`config.mk`:
```
export PLATFORM = sky130hd
export DESIGN_NAME = rst_seq
export DESIGN_NICKNAME = d
export VERILOG_FILES = /design/src/rtl/rst_seq.sv
export SDC_FILE = /design/constraint.sdc
export NUM_CORES = 1
export LEC_CHECK = 0
export CORE_UTILIZATION = 40
export DETAILED_ROUTE_END_ITERATION = 6
export GPL_ROUTABILITY_DRIVEN = 0
export GPL_TIMING_DRIVEN = 0
export PLACE_DENSITY = 0.63
export SYNTH_ARGS = -nofsm -noshare
export SYNTH_HDL_FRONTEND = slang
export SYNTH_SLANG_ARGS = --single-unit
```
`constraint.sdc`:
```
create_clock -name clk -period 1.6 [get_ports clk]
set_clock_uncertainty 0.05 [all_clocks]
set_input_delay 0.32 -clock clk [delete_from_list [all_inputs] [get_ports clk]]
set_output_delay 0.32 -clock clk [all_outputs]
set_load 0.02 [all_outputs]
```
`src/rtl/rst_seq.sv`:
```
// rtl/rst_seq.sv - staged reset release sequencer with soft-reset and watchdog restart
// Optional watchdog restart is built when RST_SEQ_WDT_EN is defined.
module rst_seq #(
  parameter int N_STAGE   = 4,
  parameter int HOLD_CYC  = 8,
  parameter int STAGE_DLY = 16,
  parameter int CNT_W     = 16,
  parameter int WDT_CYC   = 1000
) (
  input  logic               clk,
  input  logic               asrst,
  input  logic               soft_rst_req,
  input  logic               wdt_kick,
  output logic [N_STAGE-1:0] rst_out,
  output logic               seq_done,
  output logic [1:0]         rst_cause
);

  localparam int IDX_W = (N_STAGE > 1) ? $clog2(N_STAGE) : 1;
  localparam logic [CNT_W-1:0] HOLD_TC = CNT_W'(HOLD_CYC - 1);
  localparam logic [CNT_W-1:0] DLY_TC  = CNT_W'(STAGE_DLY - 1);
  localparam logic [IDX_W-1:0] LAST    = IDX_W'(N_STAGE - 1);

  typedef enum logic [1:0] {S_HOLD, S_REL, S_RUN} state_t;

  state_t             state_q, state_n;
  logic [CNT_W-1:0]   cnt_q, cnt_n;
  logic [IDX_W-1:0]   idx_q, idx_n;
  logic [N_STAGE-1:0] rst_n_v;
  logic               done_n;
  logic [1:0]         cause_n;
  logic               wdt_exp;

`ifdef RST_SEQ_WDT_EN
  localparam logic [CNT_W-1:0] WDT_TC = CNT_W'(WDT_CYC - 1);
  // A kick on the terminal edge wins over expiry.
  assign wdt_exp = (state_q == S_RUN) && !wdt_kick && (cnt_q == WDT_TC);
`else
  logic unused_wdt;
  assign unused_wdt = wdt_kick | (WDT_CYC == 0);
  assign wdt_exp    = 1'b0;
`endif

  always_ff @(posedge clk or posedge asrst) begin
    if (asrst) begin
      state_q   <= S_HOLD;
      cnt_q     <= '0;
      idx_q     <= '0;
      rst_out   <= '1;
      seq_done  <= 1'b0;
      rst_cause <= 2'b00;
    end else begin
      state_q   <= state_n;
      cnt_q     <= cnt_n;
      idx_q     <= idx_n;
      rst_out   <= rst_n_v;
      seq_done  <= done_n;
      rst_cause <= cause_n;
    end
  end

  always_comb begin
    state_n = state_q;
    cnt_n   = cnt_q;
    idx_n   = idx_q;
    rst_n_v = rst_out;
    done_n  = seq_done;
    cause_n = rst_cause;
    if (soft_rst_req || wdt_exp) begin
      // Restart; a held request keeps the counter parked at zero.
      state_n = S_HOLD;
      cnt_n   = '0;
      idx_n   = '0;
      rst_n_v = '1;
      done_n  = 1'b0;
      cause_n = soft_rst_req ? 2'b01 : 2'b10;
    end else begin
      case (state_q)
        S_HOLD: begin
          if (cnt_q == HOLD_TC) begin
            rst_n_v[0] = 1'b0;
            cnt_n      = '0;
            idx_n      = IDX_W'(1);
            if (N_STAGE == 1) begin
              done_n  = 1'b1;
              state_n = S_RUN;
            end else begin
              state_n = S_REL;
            end
          end else begin
            cnt_n = cnt_q + CNT_W'(1);
          end
        end
        S_REL: begin
          if (cnt_q == DLY_TC) begin
            rst_n_v[idx_q] = 1'b0;
            cnt_n          = '0;
            if (idx_q == LAST) begin
              done_n  = 1'b1;
              state_n = S_RUN;
            end else begin
              idx_n = idx_q + IDX_W'(1);
            end
          end else begin
            cnt_n = cnt_q + CNT_W'(1);
          end
        end
        S_RUN: begin
`ifdef RST_SEQ_WDT_EN
          if (wdt_kick) begin
            cnt_n = '0;
          end else if (cnt_q != WDT_TC) begin
            cnt_n = cnt_q + CNT_W'(1);
          end
`else
          cnt_n = '0;
`endif
        end
        default: begin
          state_n = S_HOLD;
          cnt_n   = '0;
          idx_n   = '0;
          rst_n_v = '1;
          done_n  = 1'b0;
        end
      endcase
    end
  end

endmodule
```
==> results.json, run 1 <==
{
  "crit_fanout": 5,
  "clk_pin_slew_ns": 0.15,
  "cp_num_cells": 7,
  "cpPeakStageDelay_ns": 0.45,
  "path_buf_inv": 2,
  "total_power_w": 0.00149,
  "vias": 1041,
  "synth-edff-count": 0,
  "routedWlPerCell_microns": 13.0,
  "syn_avg_cell_area_sq_um": 10.5,
  "clock-root-buffer": "clkbuf_4",
  "dp_hpwl_microns": 1750,
  "hold_viol": 0,
  "drive_gt1_share_pct": 31.5,
  "ys_seq_area_share_pct": 45.8,
  "dieWidth_microns": 61.8,
  "hold_depth": 1,
  "power_leakage_nw": 0.742,
  "drtAntennaViolNets": 0,
  "maxSlewHeadroom_pct": 35.0,
  "first_iter_violations": 71,
  "clock-sinks": 26,
  "drt_pass1_iterations": 4,
  "grt_max_degree": 27,
  "syn-cell-area_sq_mm": 0.00143,
  "cts_tree": "built",
  "final_util_pct": 51.4,
  "ir_drop_mv": 0.407,
  "fin_ws_ns": -0.137,
  "vias_per_cell": 5.00,
  "critical_path.startpoint_type": "flip-flop",
  "ys_seq_elements": 26,
  "gr-total-overflow": 0,
  "rr_worst_depth": 7,
  "tightestPinTransition_ns": 0.974,
  "fin_hold_ws_ns": 0.430,
  "min_period_over_period_pct": 109,
  "syn2layout_area_growth_pct": 21.7,
  "die_h_microns": 61.8,
  "grt_pass1_vias": 943,
  "rrSetupSlack_ns": -0.14,
  "fmax_ghz": 0.576,
  "clk-insertion-delay-late_ns": 0.34,
  "antenna_found_initial": 0,
  "hp-class": "flip-flop to flip-flop",
  "drv_cap": 0,
  "criticalPathCategory": "flip-flop to flip-flop",
  "core_area_sq_mm": 0.00339,
  "nNetsFinal": 172,
  "fin_cells": 208,
  "cp.arrival_ns": 1.93,
  "rows": 21,
  "status": "complete, but fails checks",
  "crit_chain": "nor4_4, buf_4, nand4_4, and2_4, nor2_4, buf_6, nor2_1",
  "reg2reg_from": "cnt_q[10]$_DFF_PP0_",
  "yosys.cell_types.count": 42,
  "io_pins": 11,
  "drc": 0,
  "tns_ns": -2.57,
  "wl_microns": 2710,
  "synthArstFlopShare_pct": 100,
  "port_buffers": 8,
  "cts_buffers": 3,
  "track_usage_pct": 15.8,
  "rsz0062_at_grt": "yes",
  "fin_crit_ns": 1.74,
  "yosys_warnings": 0,
  "drv_slew": 0,
  "hold_buffers": 0,
  "layout_commonest_cell": "nor2_1",
  "critPathTopFamily": "simple AND/OR/NAND/NOR gates",
  "end_kind": "flip-flop",
  "finalSetupViolCount": 23,
  "p_per_area_mw_per_mm2": 857,
  "antenna_cells": 0,
  "cts_max_level": 1,
  "violations": "setup timing",
  "crit_slowest_cell": "dfrtp_2",
  "synth_ff_type": "dfrtp_1",
  "clockBufferDepth": 2,
  "r2r-end": "cnt_q[6]$_DFF_PP0_",
  "hold_path.startpoint": "rst_cause[0]$_DFFE_PP0P_",
  "min_to": "rst_cause[0]$_DFFE_PP0P_",
  "synth_nets": 145,
  "final_cell_mix": "nor2_1 (21), dfrtp_1 (17), buf_4 (13)",
  "required_ns": 1.79,
  "dp_cells": 190,
  "start_util_pct": 42.3,
  "die_area_sq_mm": 0.00382,
  "grt_pass1_wl_microns": 4240,
  "synthCells": 136
}
[how the worst max path moves through the flow]
| stage | start | endpoint | slack, ns |
|---|---|---|---|
| floorplan | cnt_q[0]$_DFF_PP0_ | cnt_q[11]$_DFF_PP0_ | -0.03 |
| global placement | soft_rst_req | cnt_q[6]$_DFF_PP0_ | -0.43 |
| detailed placement | soft_rst_req | cnt_q[9]$_DFF_PP0_ | -0.46 |
| CTS | cnt_q[10]$_DFF_PP0_ | cnt_q[6]$_DFF_PP0_ | -0.14 |
| global route | cnt_q[6]$_DFF_PP0_ | cnt_q[10]$_DFF_PP0_ | -0.22 |
| finish | cnt_q[10]$_DFF_PP0_ | cnt_q[6]$_DFF_PP0_ | -0.14 |
[metal layers]
layer / part of all wire, % / up-vias / track usage, %
li1: - / 515 / -
met1: 47 / 502 / 19.6
met2: 49 / 17 / 26.3
met3: 2.2 / 7 / 2.48
met4: 2.4 / 0 / 8.57
met5: 0 / - / 0
[through the flow]
step	worst slack [ns]	area (sq um)
after global placement	-0.432	1580
after floorplan	-0.0339	1440
final	-0.137	1740
after detailed placement	-0.456	1580
after CTS	-0.140	1700
after global routing	-0.221	1740
[layout make-up]
| class | instances | area, sq um |
|---|---|---|
| Inverter | 5 | 18.8 |
| Tap cell | 46 | 57.6 |
| Fill cell | 311 | 1650 |
| Clock buffer | 4 | 36.3 |
| Timing Repair Buffer | 22 | 170 |
| Multi-Input combinational cell | 101 | 764 |
| Sequential cell | 26 | 662 |
| Buffer | 4 | 33.8 |
[registers in the layout (all words and copies together), names as in the netlist]
name       flops
rst_cause      1
state_q        2
cnt_q         16
idx_q          2
seq_done       1
rst_out        4
[timing repair]
action,CTS,global route
endpoints found under the hold margin,0,0
gates resized for setup,15,15
setup endpoints to repair,30,28
cloned,0,1
pin swaps,7,4
setup buffers,11,2
[cells by family after synthesis]
kind of cell / synth area share (%)
multiplexers: 0.699
XOR/XNOR: 8.56
buffers and inverters: 3.23
flip-flops: 45.8
AND/OR/NAND/NOR: 27.6
adder cells (fa/ha/maj): 4.37
AO/OA/AOI/OAI: 9.52
other: 0.262
[power breakdown]
part | internal, W | switching, W | leakage, nW
logic | 0.000191 | 0.000189 | 0.389
registers | 0.000707 | 0.0000576 | 0.332
clock network | 0.000140 | 0.000209 | 0.0210
[cell usage after synthesis (2+ instances only)]
library cell	count	area, sq um
nor2_1	24	90.1
dfrtp_1	22	551
nand3_1	4	20.0
nor3_1	3	15.0
nor4_4	3	63.8
o21a_1	2	15.0
xnor2_1	5	43.8
ha_1	5	62.6
xor2_1	9	78.8
dfstp_2	4	105
nand4_1	4	25.0
inv_1	5	18.8
and4_1	2	17.5
nand2_1	12	45.0
a21oi_1	2	10.0
a21o_1	4	30.0
No activity file was read; power rests on OpenSTA's default activity.
==> run 2: changes to the inputs <==
--- a/config.mk
+++ b/config.mk
@@ -9,7 +9,7 @@
 export DETAILED_ROUTE_END_ITERATION = 6
 export GPL_ROUTABILITY_DRIVEN = 0
 export GPL_TIMING_DRIVEN = 0
-export PLACE_DENSITY = 0.63
+export PLACE_DENSITY = 0.7
 export SYNTH_ARGS = -nofsm -noshare
 export SYNTH_HDL_FRONTEND = slang
 export SYNTH_SLANG_ARGS = --single-unit
==> run 2 against run 1 <==
Effect of this change:
- the run still ends with setup timing left
- hold slack better by 0.0027 ns
- register-to-register slack about the same
- setup slack worse by 0.0060 ns
- routed wire length up 5.6%
- combinational power about the same
- global-route usage up 0.36 points
- design area down 0.36%
- clock power down 6.9%
- sequential power down 0.8%
- critical path type unchanged
- largest power group unchanged
==> results.json, run 2 (same netlist as run 1, synthesis figures left out) <==
{
  "criticalPathCategory": "flip-flop to flip-flop",
  "antenna_found_initial": 0,
  "rows": 21,
  "fin_crit_ns": 1.74,
  "min_to": "rst_cause[0]$_DFFE_PP0P_",
  "layout_commonest_cell": "nor2_1",
  "power_frac_clock_pct": 22.2,
  "wl_microns": 2860,
  "fin_hold_ws_ns": 0.433,
  "gr-total-overflow": 0,
  "netSwitchingPower_w": 0.000429,
  "hold_buffers": 0,
  "clockBufferDepth": 2,
  "reg2reg_from": "cnt_q[1]$_DFF_PP0_",
  "drv_slew": 0,
  "hold_path.startpoint": "rst_cause[0]$_DFFE_PP0P_",
  "cp.arrival_ns": 1.96,
  "core_area_sq_mm": 0.00339,
  "clk_pin_slew_ns": 0.14,
  "finalSetupViolCount": 24,
  "power_leakage_nw": 0.747,
  "die_area_sq_mm": 0.00382,
  "hold_depth": 1,
  "dp_hpwl_microns": 1900,
  "p_int_w": 0.00103,
  "cts_buffers": 3,
  "grt_pass1_wl_microns": 4520,
  "top_register": "cnt_q",
  "rrSetupSlack_ns": -0.14,
  "dp_cells": 190,
  "syn2layout_area_growth_pct": 21.2,
  "fin_ws_ns": -0.143,
  "required_ns": 1.82,
  "drc": 0,
  "hp-class": "flip-flop to flip-flop",
  "clock-root-buffer": "clkbuf_4",
  "grt_pass1_vias": 1027,
  "tightestPinTransition_ns": 0.978,
  "cts_max_level": 1,
  "combPwrFrac_pct": 26.0,
  "grt_max_degree": 27,
  "rr_worst_depth": 8,
  "fmax_ghz": 0.574,
  "vias": 1072,
  "antenna_cells": 0,
  "rsz0062_at_grt": "yes",
  "crit_fanout": 6,
  "tns_ns": -2.29,
  "track_usage_pct": 16.1,
  "drv_cap": 0,
  "p_per_area_mw_per_mm2": 843,
  "io_pins": 11,
  "clock-sinks": 26,
  "start_util_pct": 42.3,
  "drtAntennaViolNets": 0,
  "die_h_microns": 61.8,
  "ir_drop_mv": 0.472,
  "largest_reg_flops": 16,
  "clk-insertion-delay-late_ns": 0.32,
  "violations": "setup timing",
  "maxSlewHeadroom_pct": 34.7,
  "sequentialPowerShare_pct": 51.8,
  "routedWlPerCell_microns": 13.7,
  "min_period_over_period_pct": 109,
  "drt_pass1_iterations": 4,
  "critical_path.startpoint_type": "flip-flop",
  "cts_tree": "built",
  "r2r-end": "rst_out[3]$_DFFE_PP1P_",
  "fin_cells": 209,
  "final_util_pct": 51.2,
  "first_iter_violations": 28,
  "hold_viol": 0,
  "reg_top3": "cnt_q: 16 flops, rst_out: 4 flops",
  "drive_gt1_share_pct": 30.7,
  "port_buffers": 8,
  "final_cell_mix": "nor2_1 (23), dfrtp_1 (17), buf_4 (15)",
  "vias_per_cell": 5.13,
  "nNetsFinal": 173,
  "end_kind": "flip-flop",
  "status": "complete, but fails checks",
  "swShare_pct": 29.3,
  "dieWidth_microns": 61.8
}
[run 2: layout make-up]
type | count | area [sq um]
inverter | 5 | 18.8
tap | 46 | 57.6
timing repair buffer | 23 | 174
clock buffer | 4 | 36.3
buffer | 4 | 33.8
sequential | 26 | 662
multi-input combinational | 101 | 754
fill | 319 | 1650
[run 2: power by group through the flow]
stage	sequential, W	clock (W)	combinational, W
after floorplan	0.000775	0	0.000208
final	0.000758	0.000325	0.000381
after detailed placement	0.000776	0	0.000289
after CTS	0.000757	0.000347	0.000353
after global routing	0.000763	0.000374	0.000416
after global placement	0.000772	0	0.000281
[run 2: worst max-delay path by stage]
stage                              startpoint                     end  slack [ns]  cells after the start
after detailed placement         soft_rst_req     cnt_q[12]$_DFF_PP0_       -0.51                      6
after global routing      cnt_q[10]$_DFF_PP0_  rst_out[3]$_DFFE_PP1P_       -0.22                      6
after floorplan            cnt_q[0]$_DFF_PP0_     cnt_q[11]$_DFF_PP0_       -0.03                      8
after global placement           soft_rst_req      cnt_q[7]$_DFF_PP0_       -0.44                      6
final                      cnt_q[1]$_DFF_PP0_  rst_out[3]$_DFFE_PP1P_       -0.14                      8
after CTS                  cnt_q[5]$_DFF_PP0_     cnt_q[12]$_DFF_PP0_       -0.13                      6
[run 2: repair_timing]
action	4_1_cts	5_1_grt
pin swaps	7	6
setup buffers	10	5
endpoints found under the hold margin	0	0
resized for setup	14	12
endpoints found under the setup margin	30	29
[run 2: critical path, stage by stage (launching register included)]
cell	delay, ns
dfrtp_1	0.37
ha_2	0.20
and3_1	0.18
buf_6	0.14
nand4_4	0.12
buf_6	0.16
a21oi_4	0.21
nand2_1	0.08
a21o_1	0.19
[run 2: per-layer routing]
metal	GRT usage (%)	share of wire, %	wire [microns]
met1	18.6	42	1210
met2	29.8	54	1550
met3	3.73	2.3	65
met4	4.44	1.3	38
met5	0	0	0
[run 2: stage by stage]
step	instance area, sq um	power, W	setup slack [ns]
after floorplan	1440	0.000983	-0.0339
after global placement	1580	0.00105	-0.443
after detailed placement	1580	0.00106	-0.510
after CTS	1700	0.00146	-0.129
after global routing	1740	0.00155	-0.220
final	1740	0.00146	-0.143
==> run 3: changes to the inputs <==
--- a/config.mk
+++ b/config.mk
@@ -13,3 +13,4 @@
 export SYNTH_ARGS = -nofsm -noshare
 export SYNTH_HDL_FRONTEND = slang
 export SYNTH_SLANG_ARGS = --single-unit
+export TNS_END_PERCENT = 5
==> run 3 against run 2 <==
Effect of this change:
- setup slack lost 0.056 ns
- global-route usage decreased by 0.73 points
- maximum frequency down 3.1%
- combinational power is essentially flat
- the run still ends with setup timing left
- sequential share of layout area is 1.5 points higher
- register-to-register slack worse by 0.06 ns
- hold slack barely moved
- clock power increased by 6.5%
- sequential power up 2%
- critical endpoint is now cnt_q[10]$_DFF_PP0_
- total power increased by 2.5%
- design area decreased by 4.4%
- via count decreased by 5.7%
==> results.json, run 3 (same netlist as run 1, synthesis figures left out) <==
{
  "io_pins": 11,
  "port_buffers": 8,
  "dp_hpwl_microns": 1940,
  "criticalPathCategory": "flip-flop to flip-flop",
  "place_ws_ns": -0.492,
  "hp-class": "flip-flop to flip-flop",
  "crit_fanout": 6,
  "drc": 0,
  "fin_crit_ns": 1.80,
  "gr-total-overflow": 0,
  "required_ns": 1.78,
  "fin_hold_ws_ns": 0.433,
  "final_util_pct": 49.0,
  "final_cell_mix": "nor2_1 (24), dfrtp_1 (20), nand2_1 (12)",
  "top_register": "cnt_q",
  "clk-insertion-delay-late_ns": 0.33,
  "power_leakage_nw": 0.707,
  "first_iter_violations": 23,
  "ir_drop_mv": 0.519,
  "clk_pin_slew_ns": 0.15,
  "drtAntennaViolNets": 0,
  "vias_per_cell": 5.06,
  "fmax_ghz": 0.556,
  "clockBufferDepth": 2,
  "hold_buffers": 0,
  "dp_cells": 190,
  "grt_pass1_vias": 926,
  "grt_pass1_wl_microns": 4260,
  "cp.arrival_ns": 1.98,
  "die_area_sq_mm": 0.00382,
  "end_kind": "flip-flop",
  "wl_microns": 2840,
  "clock-sinks": 26,
  "layout_commonest_cell": "nor2_1",
  "core_area_sq_mm": 0.00339,
  "status": "complete, but fails checks",
  "min_period_over_period_pct": 112,
  "finalSetupViolCount": 24,
  "track_usage_pct": 15.4,
  "maxSlewHeadroom_pct": 31.2,
  "dieWidth_microns": 61.8,
  "grt_max_degree": 27,
  "violations": "setup timing",
  "hold_viol": 0,
  "rsz0062_at_grt": "yes",
  "drive_gt1_share_pct": 23.4,
  "fin_cells": 200,
  "syn2layout_area_growth_pct": 15.9,
  "critical_path.startpoint_type": "flip-flop",
  "largest_reg_flops": 16,
  "drv_cap": 0,
  "routedWlPerCell_microns": 14.2,
  "cts_max_level": 1,
  "p_per_area_mw_per_mm2": 904,
  "reg_top3": "cnt_q: 16 flops, rst_out: 4 flops",
  "antenna_cells": 0,
  "tightestPinTransition_ns": 1.03,
  "fin_ws_ns": -0.200,
  "clock-root-buffer": "clkbuf_4",
  "cts_tree": "built",
  "drv_slew": 0,
  "die_h_microns": 61.8,
  "rows": 21,
  "antenna_found_initial": 0,
  "vias": 1011,
  "nNetsFinal": 164,
  "drt_pass1_iterations": 4,
  "start_util_pct": 42.3,
  "cts_buffers": 3
}
run 3: cell count changes in the layout (fill, tap and decap cells not counted):
cell     previous run  this run
dfrtp_2             5         2
ha_4                0         1
a21oi_2             0         1
nor2_1             23        24
ha_2                1         0
nor3b_1             0         1
nor3b_2             1         0
dfrtp_1            17        20
nor2_2              1         0
a21oi_4             1         0
buf_4              15         6
run 3: critical path, cell delays in order (launching register included):
cell,delay (ns)
dfrtp_1,0.49
nor4_4,0.40
nand4_4,0.17
and2_4,0.21
nor2_4,0.19
buf_6,0.15
nor2_1,0.04
run 3: layout make-up:
class | instances | area, sq um
Fill cell | 321 | 1730
Multi-Input combinational cell | 101 | 749
Sequential cell | 26 | 658
Timing Repair Buffer | 14 | 106
Tap cell | 46 | 57.6
Clock buffer | 4 | 36.3
Buffer | 4 | 33.8
Inverter | 5 | 18.8
run 3: path summary, 6_finish.rpt:
check | from | to | slack [ns] | depth (start not counted)
min reg2reg | rst_cause[0]$_DFFE_PP0P_ | rst_cause[0]$_DFFE_PP0P_ | 0.43 | 1
max in group asynchronous | asrst | cnt_q[10]$_DFF_PP0_ | 0.34 | 2
min | rst_cause[0]$_DFFE_PP0P_ | rst_cause[0]$_DFFE_PP0P_ | 0.43 | 1
max reg2reg | cnt_q[9]$_DFF_PP0_ | cnt_q[10]$_DFF_PP0_ | -0.20 | 6
min in group asynchronous | asrst | cnt_q[12]$_DFF_PP0_ | 0.48 | 2
max | cnt_q[9]$_DFF_PP0_ | cnt_q[10]$_DFF_PP0_ | -0.20 | 6
run 3: metrics by stage:
step,TNS [ns],area [sq um],power [W]
after floorplan,-0.360,1440,0.000983
after global placement,-7.96,1580,0.00105
after detailed placement,-9.20,1580,0.00107
after CTS,-4.16,1610,0.00142
after global routing,-5.15,1660,0.00158
final,-3.70,1660,0.00150
run 3: metal layers:
layer	wire length, microns	vias up	GRT usage (%)
li1	-	497	-
met1	1310	505	18.8
met2	1470	9	27.8
met3	65	0	4.35
met4	0	0	1.90
met5	0	-	0
run 3: timing repair:
item	in CTS	in global routing
cloned	0	1
gates resized for setup	7	15
setup endpoints to repair	30	29
pin swaps	1	5
setup buffers	0	5
run 3: power by group:
part           leakage (nW)  internal, W  switching, W
logic                 0.349     0.000194      0.000187
registers             0.337     0.000707     0.0000669
clock network        0.0210     0.000139      0.000207
